==> src/rtl/ym_stereo_mix.sv <==
// rtl/ym_stereo_mix.sv - TurboSound stereo mixer with optional delta-sigma DAC outputs (YM_MIX_DAC_EN)
module ym_stereo_mix (
  input  logic        CLK,
  input  logic        RESET_N,
  input  logic        CE,
  input  logic [7:0]  CH_A0,
  input  logic [7:0]  CH_B0,
  input  logic [7:0]  CH_C0,
  input  logic [7:0]  CH_A1,
  input  logic [7:0]  CH_B1,
  input  logic [7:0]  CH_C1,
  input  logic [1:0]  STEREO,
  input  logic [1:0]  CHIP_EN,
  output logic [11:0] AUDIO_L,
  output logic [11:0] AUDIO_R,
  output logic        VALID,
  output logic        DAC_L,
  output logic        DAC_R
);

  typedef enum logic [1:0] {IDLE, ACC, OUT} state_t;

  state_t      state, state_nxt;
  logic        capture;
  logic        pending;
  logic [2:0]  idx;
  logic [10:0] acc_l, acc_r;
  logic [10:0] add_l, add_r;
  logic [7:0]  snap_a0, snap_b0, snap_c0, snap_a1, snap_b1, snap_c1;
  logic [1:0]  stereo_q;
  logic [7:0]  v;
  logic [1:0]  kind;

  always_ff @(posedge CLK or negedge RESET_N) begin
    if (!RESET_N) state <= IDLE;
    else          state <= state_nxt;
  end

  always_comb begin
    state_nxt = state;
    capture   = 1'b0;
    case (state)
      IDLE: if (CE || pending) begin
        capture   = 1'b1;
        state_nxt = ACC;
      end
      ACC:  if (idx == 3'd5) state_nxt = OUT;
      OUT:  state_nxt = IDLE;
      default: state_nxt = IDLE;
    endcase
  end

  // Channel under the accumulator this cycle and its A/B/C position
  always_comb begin
    v    = 8'd0;
    kind = 2'd0;
    case (idx)
      3'd0: begin v = snap_a0; kind = 2'd0; end
      3'd1: begin v = snap_b0; kind = 2'd1; end
      3'd2: begin v = snap_c0; kind = 2'd2; end
      3'd3: begin v = snap_a1; kind = 2'd0; end
      3'd4: begin v = snap_b1; kind = 2'd1; end
      3'd5: begin v = snap_c1; kind = 2'd2; end
      default: begin v = 8'd0; kind = 2'd0; end
    endcase
  end

  always_comb begin
    add_l = 11'd0;
    add_r = 11'd0;
    if (stereo_q[1]) begin
      add_l = {3'b000, v};
      add_r = {3'b000, v};
    end else begin
      case (kind)
        2'd0: add_l = {2'b00, v, 1'b0};
        2'd1: if (stereo_q[0]) add_r = {2'b00, v, 1'b0};
              else begin add_l = {3'b000, v}; add_r = {3'b000, v}; end
        2'd2: if (stereo_q[0]) begin add_l = {3'b000, v}; add_r = {3'b000, v}; end
              else add_r = {2'b00, v, 1'b0};
        default: begin add_l = 11'd0; add_r = 11'd0; end
      endcase
    end
  end

  always_ff @(posedge CLK or negedge RESET_N) begin
    if (!RESET_N) begin
      pending  <= 1'b0;
      idx      <= 3'd0;
      acc_l    <= 11'd0;
      acc_r    <= 11'd0;
      snap_a0  <= 8'd0;
      snap_b0  <= 8'd0;
      snap_c0  <= 8'd0;
      snap_a1  <= 8'd0;
      snap_b1  <= 8'd0;
      snap_c1  <= 8'd0;
      stereo_q <= 2'd0;
      AUDIO_L  <= 12'd0;
      AUDIO_R  <= 12'd0;
      VALID    <= 1'b0;
    end else begin
      VALID <= 1'b0;
      if (capture) begin
        snap_a0  <= CHIP_EN[0] ? CH_A0 : 8'd0;
        snap_b0  <= CHIP_EN[0] ? CH_B0 : 8'd0;
        snap_c0  <= CHIP_EN[0] ? CH_C0 : 8'd0;
        snap_a1  <= CHIP_EN[1] ? CH_A1 : 8'd0;
        snap_b1  <= CHIP_EN[1] ? CH_B1 : 8'd0;
        snap_c1  <= CHIP_EN[1] ? CH_C1 : 8'd0;
        stereo_q <= STEREO;
        acc_l    <= 11'd0;
        acc_r    <= 11'd0;
        idx      <= 3'd0;
        pending  <= 1'b0;
      end else if (CE && state != IDLE) begin
        pending <= 1'b1;
      end
      if (state == ACC) begin
        acc_l <= acc_l + add_l;
        acc_r <= acc_r + add_r;
        idx   <= (idx == 3'd5) ? 3'd0 : idx + 3'd1;
      end
      if (state == OUT) begin
        AUDIO_L <= {1'b0, acc_l};
        AUDIO_R <= {1'b0, acc_r};
        VALID   <= 1'b1;
      end
    end
  end

`ifdef YM_MIX_DAC_EN
  logic [11:0] ds_l, ds_r;
  logic [12:0] sum_l, sum_r;

  // Carry out of a 12-bit phase accumulator gives a ones density of AUDIO/4096
  assign sum_l = {1'b0, ds_l} + {1'b0, AUDIO_L};
  assign sum_r = {1'b0, ds_r} + {1'b0, AUDIO_R};

  always_ff @(posedge CLK or negedge RESET_N) begin
    if (!RESET_N) begin
      ds_l  <= 12'd0;
      ds_r  <= 12'd0;
      DAC_L <= 1'b0;
      DAC_R <= 1'b0;
    end else begin
      ds_l  <= sum_l[11:0];
      ds_r  <= sum_r[11:0];
      DAC_L <= sum_l[12];
      DAC_R <= sum_r[12];
    end
  end
`else
  assign DAC_L = 1'b0;
  assign DAC_R = 1'b0;
`endif

endmodule

==> config.mk <==
export PLATFORM = sky130hd
export DESIGN_NAME = ym_stereo_mix
export DESIGN_NICKNAME = d
export VERILOG_FILES = /design/src/rtl/ym_stereo_mix.sv
export SDC_FILE = /design/constraint.sdc
export NUM_CORES = 1
export LEC_CHECK = 0
export CORE_ASPECT_RATIO = 0.9
export CORE_UTILIZATION = 33
export CTS_BUF_LIST = sky130_fd_sc_hd__clkbuf_16
export DETAILED_ROUTE_END_ITERATION = 7
export GPL_ROUTABILITY_DRIVEN = 0
export PLACE_DENSITY = 0.59
export SLEW_MARGIN = 5
export SYNTH_ARGS = -nofsm -noshare
export SYNTH_HDL_FRONTEND = slang
export SYNTH_SLANG_ARGS = --single-unit
==> constraint.sdc <==
create_clock -name CLK -period 4.05 [get_ports CLK]
set_input_delay 0.81 -clock CLK [delete_from_list [all_inputs] [get_ports CLK]]
set_output_delay 0.81 -clock CLK [all_outputs]
set_load 0.05 [all_outputs]
==> reports/metrics.yaml, run 1 <==
run_status: "finished clean"
grt_pass1_wl_um: 21520
yosys-top-cells-count: "nand2_1 (129), dfrtp_1 (101), nand3_1 (64)"
slew_headroom_pct: 19.22
cts_tree: "built"
cts-htree-levels: 3
dieArea_um2: 17020
ys_types: 54
die_h_um: 123.9
fp.dieW_um: 137.4
grt_pass1_vias: 4327
endpoint_kind: "flip-flop"
pin_count: 82
synth_area_per_cell_um2: 9.308
wl_per_cell_um: 14.96
critPathKind: "reg2reg"
drv_slew: 0
hold_viol_final: 0
drive_above_1_share_pct: 10.69
finalPower_mw: 5.588
yosysTopAreaCell: "dfrtp_1"
fin_crit_sh_pct: 92.13
cts_inserted_buffers: 9
drt-total-wl_um: 12890
nets: 731
cts_buffer_depth: 2
diodes: 0
via_count: 4356
first_pass_iters: 4
first_iter_violations: 199
hold_path_class: "reg2reg"
startpoint_type: "flip-flop"
drc: 0
worstPathArrival_ps: 4000
cts_root_buf: "clkbuf_16"
synthTopCellsByArea: "dfrtp_1 (46%), nand2_1 (8.9%), mux2_2 (6.0%), nand3_1 (5.9%), ha_1 (5.3%)"
yosysMostFrequentCell: "nand2_1"
syn_to_final_growth_pct: 23.37
ys_ff_latch: 101
clock.fmax_ghz: 0.2680
synth_edf_count: 0
worst-r2r-setup-slack_ps: 320
setup_tns_ps: 0
min_period_ps: 3731
setup_viol: 0
overflow: 0
antenna_left: 0
clkLatencyLatePin_ps: 350
clk_pin_slew_ps: 70
power_density_nw_per_um2: 831.8
yosysWarningCount: 0
num_rows: 44
post_cts_buffers: 0
via_per_inst: 5.053
antenna_found_initial: 0
path_max_fanout: 15
p_leak_nw: 3.097
ys_seq_area_share_pct: 46.42
max_cap_violations: 0
synthArstFlopShare_pct: 100.0
cp.required_ps: 4320
rsz0062_at_grt: "no"
worst_slew_pin_slew_ps: 1206
numPortBuffers: 77
dp_hpwl_um: 9437
syn_area_um2: 5445
syn_inst: 585
initial_core_util_pct: 33.76
grt_max_degree: 84
core-area_um2: 16130
worst_clock_skew_ps: 9.645
cts.sinks: 101
synth_top_area_share_pct: 46.42
grt_use_total_pct: 16.50
ys.flop_type: "dfrtp_1"
peakVddDrop_mv: 0.5072
sequential cells by signal (all words and copies together), names as in the netlist, 3 cells and up:
signal and count:
snap_a1 8, acc_r 11, snap_c1 8, acc_l 11
AUDIO_R 11, snap_b0 8, snap_c0 8, snap_a0 8
snap_b1 8, idx 3, AUDIO_L 11
path summary, 6_finish.rpt:
path / from / to / depth (start not counted)
worst max-delay path: idx[2]$_DFFE_PN0P_ / acc_r[9]$_DFFE_PN0P_ / 13
worst min-delay path: snap_c0[1]$_DFFE_PN0P_ / snap_c0[1]$_DFFE_PN0P_ / 2
worst max register to register: idx[2]$_DFFE_PN0P_ / acc_r[9]$_DFFE_PN0P_ / 13
worst min register to register: snap_c0[1]$_DFFE_PN0P_ / snap_c0[1]$_DFFE_PN0P_ / 2
max in group asynchronous: RESET_N / snap_a1[3]$_DFFE_PN0P_ / 2
min in group asynchronous: RESET_N / AUDIO_L[5]$_DFFE_PN0P_ / 1
worst max-delay path, stage by stage (launching register included):
cell and delay [ps]:
dfrtp_1 470, buf_4 250, inv_1 140, ha_1 350
a222oi_1 510, buf_4 230, o21ai_1 70, and3_1 210
ha_1 350, o21ai_0 250, nor2_1 120, a31o_2 260
o21ai_0 240, mux2i_1 210
power breakdown:
part           switching, mW  internal (mW)
Clock                  0.375          0.475
Combinational           1.86           1.18
Sequential             0.285           1.42
Total                   2.52           3.07
cells by family (layout without fill, tap and decap cells):
| family | count (synthesis) | count (layout) | synth area share (%) |
|---|---|---|---|
| XOR/XNOR | 10 | 10 | 1.609 |
| multiplexers | 39 | 39 | 7.950 |
| AND/OR/NAND/NOR | 247 | 247 | 20.27 |
| other | 1 | 4 | 0.06887 |
| flip-flops | 101 | 101 | 46.42 |
| adder cells (fa/ha/maj) | 25 | 25 | 6.020 |
| buffers and inverters | 49 | 116 | 4.044 |
| AO/OA/AOI/OAI | 113 | 113 | 13.63 |
cell usage in the layout (no fill, tap or decap), types with 11 or more instances in the layout:
cell,n
nand2_1,129
dfrtp_1,100
clkdlybuf4s50_1,76
nand3_1,64
o21ai_0,31
mux2_2,29
nor2_1,23
ha_1,23
a21oi_1,14
buf_4,13
inv_1,11
final cells by class:
| class | instances | area [µm²] |
|---|---|---|
| clock buffer | 9 | 225.2 |
| clock inverter | 6 | 62.56 |
| fill | 1579 | 9413 |
| inverter | 12 | 45.04 |
| multi-input combinational | 438 | 2739 |
| sequential | 101 | 2529 |
| tap | 207 | 259.0 |
| timing repair buffer | 89 | 858.3 |
timing repair:
action / CTS / global route
gates resized for setup: 0 / 4
hold buffers: 0 / 0
endpoints found under the setup margin: 0 / 5
metrics by stage:
step	instance area (µm²)	cells	utilization [%]	setup WS (ps)	hold slack (ps)
finish	6718	862	41.65	318.7	464.2
global route	6718	862	41.65	77.60	490.1
CTS	6705	862	41.57	260.2	467.8
detailed placement	6417	847	39.78	298.4	451.3
global placement	6417	847	39.78	408.3	445.0
floorplan	5456	588	-	473.3	430.8
routing by layer:
metal	track usage, %	vias up	share of wire [%]
met2	26.19	109	45
met4	5.288	0	1.3
li1	-	2173	-
met1	22.14	2062	49
met3	3.826	12	4.7
met5	0	-	0
Power figures use the tool's default switching activity.
==> run 2, diff against run 1 <==
CORE_MARGIN = 4   (was unset)
SLEW_MARGIN = unset   (was 5)
==> run 2 against run 1 <==
  * Fmax down 0.97%
  * Non-clock buffer count down 2
  * Critical path depth up 1
  * Hold slack better by 6.2 ps
  * Sequential share of layout area down 0.056 points
  * Combinational power about the same
  * First-iteration DRC count up 60%
  * Die area up 9.4%
  * Final cell count down 0.35%
  * Worst setup slack worse by 37 ps
  * Register-to-register slack worse by 40 ps
  * Sequential cell count unchanged
  * Critical endpoint unchanged
  * Highest routed layer unchanged
==> reports/metrics.yaml, run 2 (same netlist as run 1, synthesis figures left out) <==
core-area_um2: 16190
clock.fmax_ghz: 0.2654
grt_max_degree: 78
fin_crit_sh_pct: 93.03
dieArea_um2: 18620
overflow: 0
finalPower_mw: 5.648
dp_slack_ps: 233.9
dp_hpwl_um: 9795
cts_inserted_buffers: 9
via_count: 4404
fp.dieW_um: 143.4
whs_ps: 470.4
wl_per_cell_um: 15.39
max_cap_violations: 0
nets: 729
run_status: "finished clean"
cts_root_buf: "clkbuf_16"
dp_cells: 845
antenna_found_initial: 0
fin_cells: 859
via_per_inst: 5.127
cts-htree-levels: 3
cts.sinks: 101
worstPathArrival_ps: 4030
cts_tree: "built"
rsz0062_at_grt: "no"
setup_viol: 0
hold_path_class: "reg2reg"
hold_viol_final: 0
grt_use_total_pct: 14.81
path_max_fanout: 7
antenna_left: 0
startpoint_type: "flip-flop"
initial_core_util_pct: 33.64
peakVddDrop_mv: 0.4970
min_period_ps: 3768
first_pass_iters: 5
drc: 0
drv_slew: 0
endpoint_kind: "flip-flop"
num_rows: 44
p_leak_nw: 3.104
power_density_nw_per_um2: 839.6
fillers: 1613
die_h_um: 129.9
numPortBuffers: 77
post-route-worst-setup-slack_ps: 282.1
grt_pass1_wl_um: 22230
final_common_cell: "nand2_1"
slew_headroom_pct: 34.95
clkLatencyLatePin_ps: 350
postLayoutCoreUtil_pct: 41.57
cp.required_ps: 4320
worst_slew_pin_slew_ps: 973.7
syn_to_final_growth_pct: 23.55
pin_count: 82
drt-total-wl_um: 13220
final_cell_mix: "nand2_1 (129), dfrtp_1 (100), clkdlybuf4s50_1 (76)"
critPathKind: "reg2reg"
worst_clock_skew_ps: 9.177
place_area_um2: 6415
diodes: 0
first_iter_violations: 319
clk_pin_slew_ps: 60
grt_pass1_vias: 4518
drive_above_1_share_pct: 10.43
setup_tns_ps: 0
design_area_um2: 6728
cts_buffer_depth: 2
run 2: final cells by class:
class / count / area, µm² / area share [%]
multi-input combinational: 438 / 2736 / 40.67
clock buffer: 9 / 225.2 / 3.348
clock inverter: 5 / 77.57 / 1.153
sequential: 101 / 2529 / 37.59
timing repair buffer: 87 / 855.8 / 12.72
tap: 207 / 259.0 / 3.850
inverter: 12 / 45.04 / 0.6695
run 2: final timing paths:
check                                        from                endpoint  slack (ps)  cells past startpoint
setup / recovery               idx[2]$_DFFE_PN0P_    acc_r[9]$_DFFE_PN0P_         280                     14
hold / removal             snap_c0[3]$_DFFE_PN0P_  snap_c0[3]$_DFFE_PN0P_         470                      2
setup reg to reg               idx[2]$_DFFE_PN0P_    acc_r[9]$_DFFE_PN0P_         280                     14
hold reg to reg            snap_c0[3]$_DFFE_PN0P_  snap_c0[3]$_DFFE_PN0P_         470                      2
max in group asynchronous                 RESET_N  snap_a1[6]$_DFFE_PN0P_        2530                      2
min in group asynchronous                 RESET_N  AUDIO_L[4]$_DFFE_PN0P_         620                      1
run 2: per-layer routing:
metal,up-vias,global-route usage (%),routed length (µm)
met5,-,0,0
met4,0,3.322,189
met3,16,3.774,747
met2,124,24.11,6164
met1,2091,20.05,6114
li1,2173,-,-
run 2: what timing repair did:
action	in CTS	in global routing
endpoints found under the hold margin	0	0
buffers inserted	0	0
resized for setup	0	4
setup endpoints to repair	0	4
hold buffers	0	0
run 2: power breakdown:
part           switching, mW  internal [mW]
sequential             0.294           1.42
combinational           1.86           1.18
clock                  0.362          0.532
run 2: worst max-delay path, cell delays in order, from the launching register on:
cell      delay (ps)
dfrtp_1          460
nor2_1           300
a21o_1           210
inv_1             70
ha_1             210
mux2_2           300
nor2_1           250
o21ai_0          130
and3_1           240
ha_1             310
a211oi_1         310
nor2_1           150
a31o_2           270
o21ai_0          270
mux2i_1          220
==> run 3, diff against run 2 <==
CORE_ASPECT_RATIO = 0.7   (was 0.9)
HOLD_SLACK_MARGIN = 0.06   (was unset)
clock period = 4.3 ns   (was 4.05 ns; I/O delays follow)
==> run 3 against run 2 <==
  * Register-to-register slack better by 180 ps
  * Critical path type unchanged
  * Core utilization up 0.92 points
  * First-iteration DRC count up 2.2%
  * Final cell count up 1.9%
  * Worst setup slack better by 180 ps
  * Critical path depth unchanged
==> reports/metrics.yaml, run 3 (same netlist as run 1, synthesis figures left out) <==
cp.required_ps: 4560
hold_viol_final: 0
syn_to_final_growth_pct: 23.53
rr_worst_depth: 14
die_h_um: 115.5
via_per_inst: 5.096
drv_slew: 0
place_area_um2: 6426
wl_per_cell_um: 16.16
fillers: 1533
worst_clock_skew_ps: 6.862
worstPathArrival_ps: 4090
dp_slack_ps: 320.6
post_cts_buffers: 0
crit_buf_inv: 1
clkLatencyLatePin_ps: 350
dieArea_um2: 18650
first_iter_violations: 326
worst_slew_pin_slew_ps: 1085
overflow: 0
fp.dieW_um: 161.5
max_stage_delay_ps: 550
antenna_found_initial: 0
whs_ps: 473.0
final_cell_mix: "nand2_1 (129), dfrtp_1 (99), clkdlybuf4s50_1 (76)"
run_status: "finished clean"
fin_cells: 875
fin_crit_sh_pct: 89.19
drive_above_1_share_pct: 10.53
cts_inserted_buffers: 9
slew_headroom_pct: 27.67
peakVddDrop_mv: 0.3227
antenna_left: 0
final_common_cell: "nand2_1"
clock.fmax_ghz: 0.2607
drc: 0
clk_pin_slew_ps: 70
cts_root_buf: "clkbuf_16"
initial_core_util_pct: 34.39
startpoint_type: "flip-flop"
setup_viol: 0
design_area_um2: 6726
post-route-worst-setup-slack_ps: 464.8
drt-total-wl_um: 14140
p_leak_nw: 3.097
diodes: 0
grt_pass1_wl_um: 23490
setup_tns_ps: 0
critPathTopFamily: "compound AO/OA/AOI/OAI gates"
via_count: 4459
cts_tree: "built"
min_period_ps: 3835
grt_use_total_pct: 15.61
pin_count: 82
dp_hpwl_um: 10290
cts-htree-levels: 3
num_rows: 38
nets: 730
endpoint_kind: "flip-flop"
numPortBuffers: 77
critPathSlowestCell: "dfrtp_2"
grt_max_degree: 86
hold_path_class: "reg2reg"
cp.depth: 14
cp_cell_sequence: "nor2_1, a21o_1, inv_1, ha_1, mux2_2, nor2_1, o21ai_0, and3_1, fa_1, a211oi_1, o211ai_1, a31oi_1, o211ai_1, o31ai_1"
dp_cells: 859
path_max_fanout: 20
cts.sinks: 101
whs_path_depth: 2
grt_pass1_vias: 4495
finalPower_mw: 5.357
rsz0062_at_grt: "no"
cts_buffer_depth: 2
max_cap_violations: 0
core-area_um2: 15830
critPathKind: "reg2reg"
postLayoutCoreUtil_pct: 42.48
power_density_nw_per_um2: 796.4
first_pass_iters: 6
==> run 3: worst paths after layout <==
path | from | end | slack, ps
min in group asynchronous | RESET_N | snap_c1[3]$_DFFE_PN0P_ | 680
hold reg to reg | snap_c0[3]$_DFFE_PN0P_ | snap_c0[3]$_DFFE_PN0P_ | 470
setup reg to reg | idx[2]$_DFFE_PN0P_ | acc_r[10]$_DFFE_PN0P_ | 460
hold / removal | snap_c0[3]$_DFFE_PN0P_ | snap_c0[3]$_DFFE_PN0P_ | 470
setup / recovery | idx[2]$_DFFE_PN0P_ | acc_r[10]$_DFFE_PN0P_ | 460
max in group asynchronous | RESET_N | acc_r[10]$_DFFE_PN0P_ | 2770
==> run 3: layout make-up <==
class / count / area (µm²) / share of cell area (%)
well taps: 220 / 275.3 / 4.092
repair buffers: 88 / 850.8 / 12.65
multi-input cells: 438 / 2728 / 40.55
inverters: 12 / 45.04 / 0.6696
clock buffers: 9 / 225.2 / 3.348
flip-flops and latches: 101 / 2530 / 37.61
clock inverters: 7 / 72.57 / 1.079
==> run 3: timing repair <==
item                       CTS  global route
hold buffers                 0             0
gates resized for setup      0             2
setup endpoints to repair    0             6
==> run 3: tightest hold or removal path: stages, from the launching register on <==
cell,delay [ps]
dfrtp_1,340
nand2_1,50
nand2_1,50
==> run 3: power by group <==
| part | internal (mW) | switching (mW) | total (mW) |
|---|---|---|---|
| clock | 0.454 | 0.371 | 0.825 |
| combinational | 1.11 | 1.76 | 2.87 |
| sequential | 1.34 | 0.327 | 1.67 |
| total | 2.90 | 2.46 | 5.36 |
==> run 3: layer usage <==
| metal | track usage [%] | up-vias | wire (µm) |
|---|---|---|---|
| li1 | - | 2175 | - |
| met1 | 23.61 | 2147 | 7248 |
| met2 | 22.88 | 126 | 6018 |
| met3 | 3.555 | 11 | 758 |
| met4 | 3.466 | 0 | 115 |
| met5 | 0 | - | 0 |
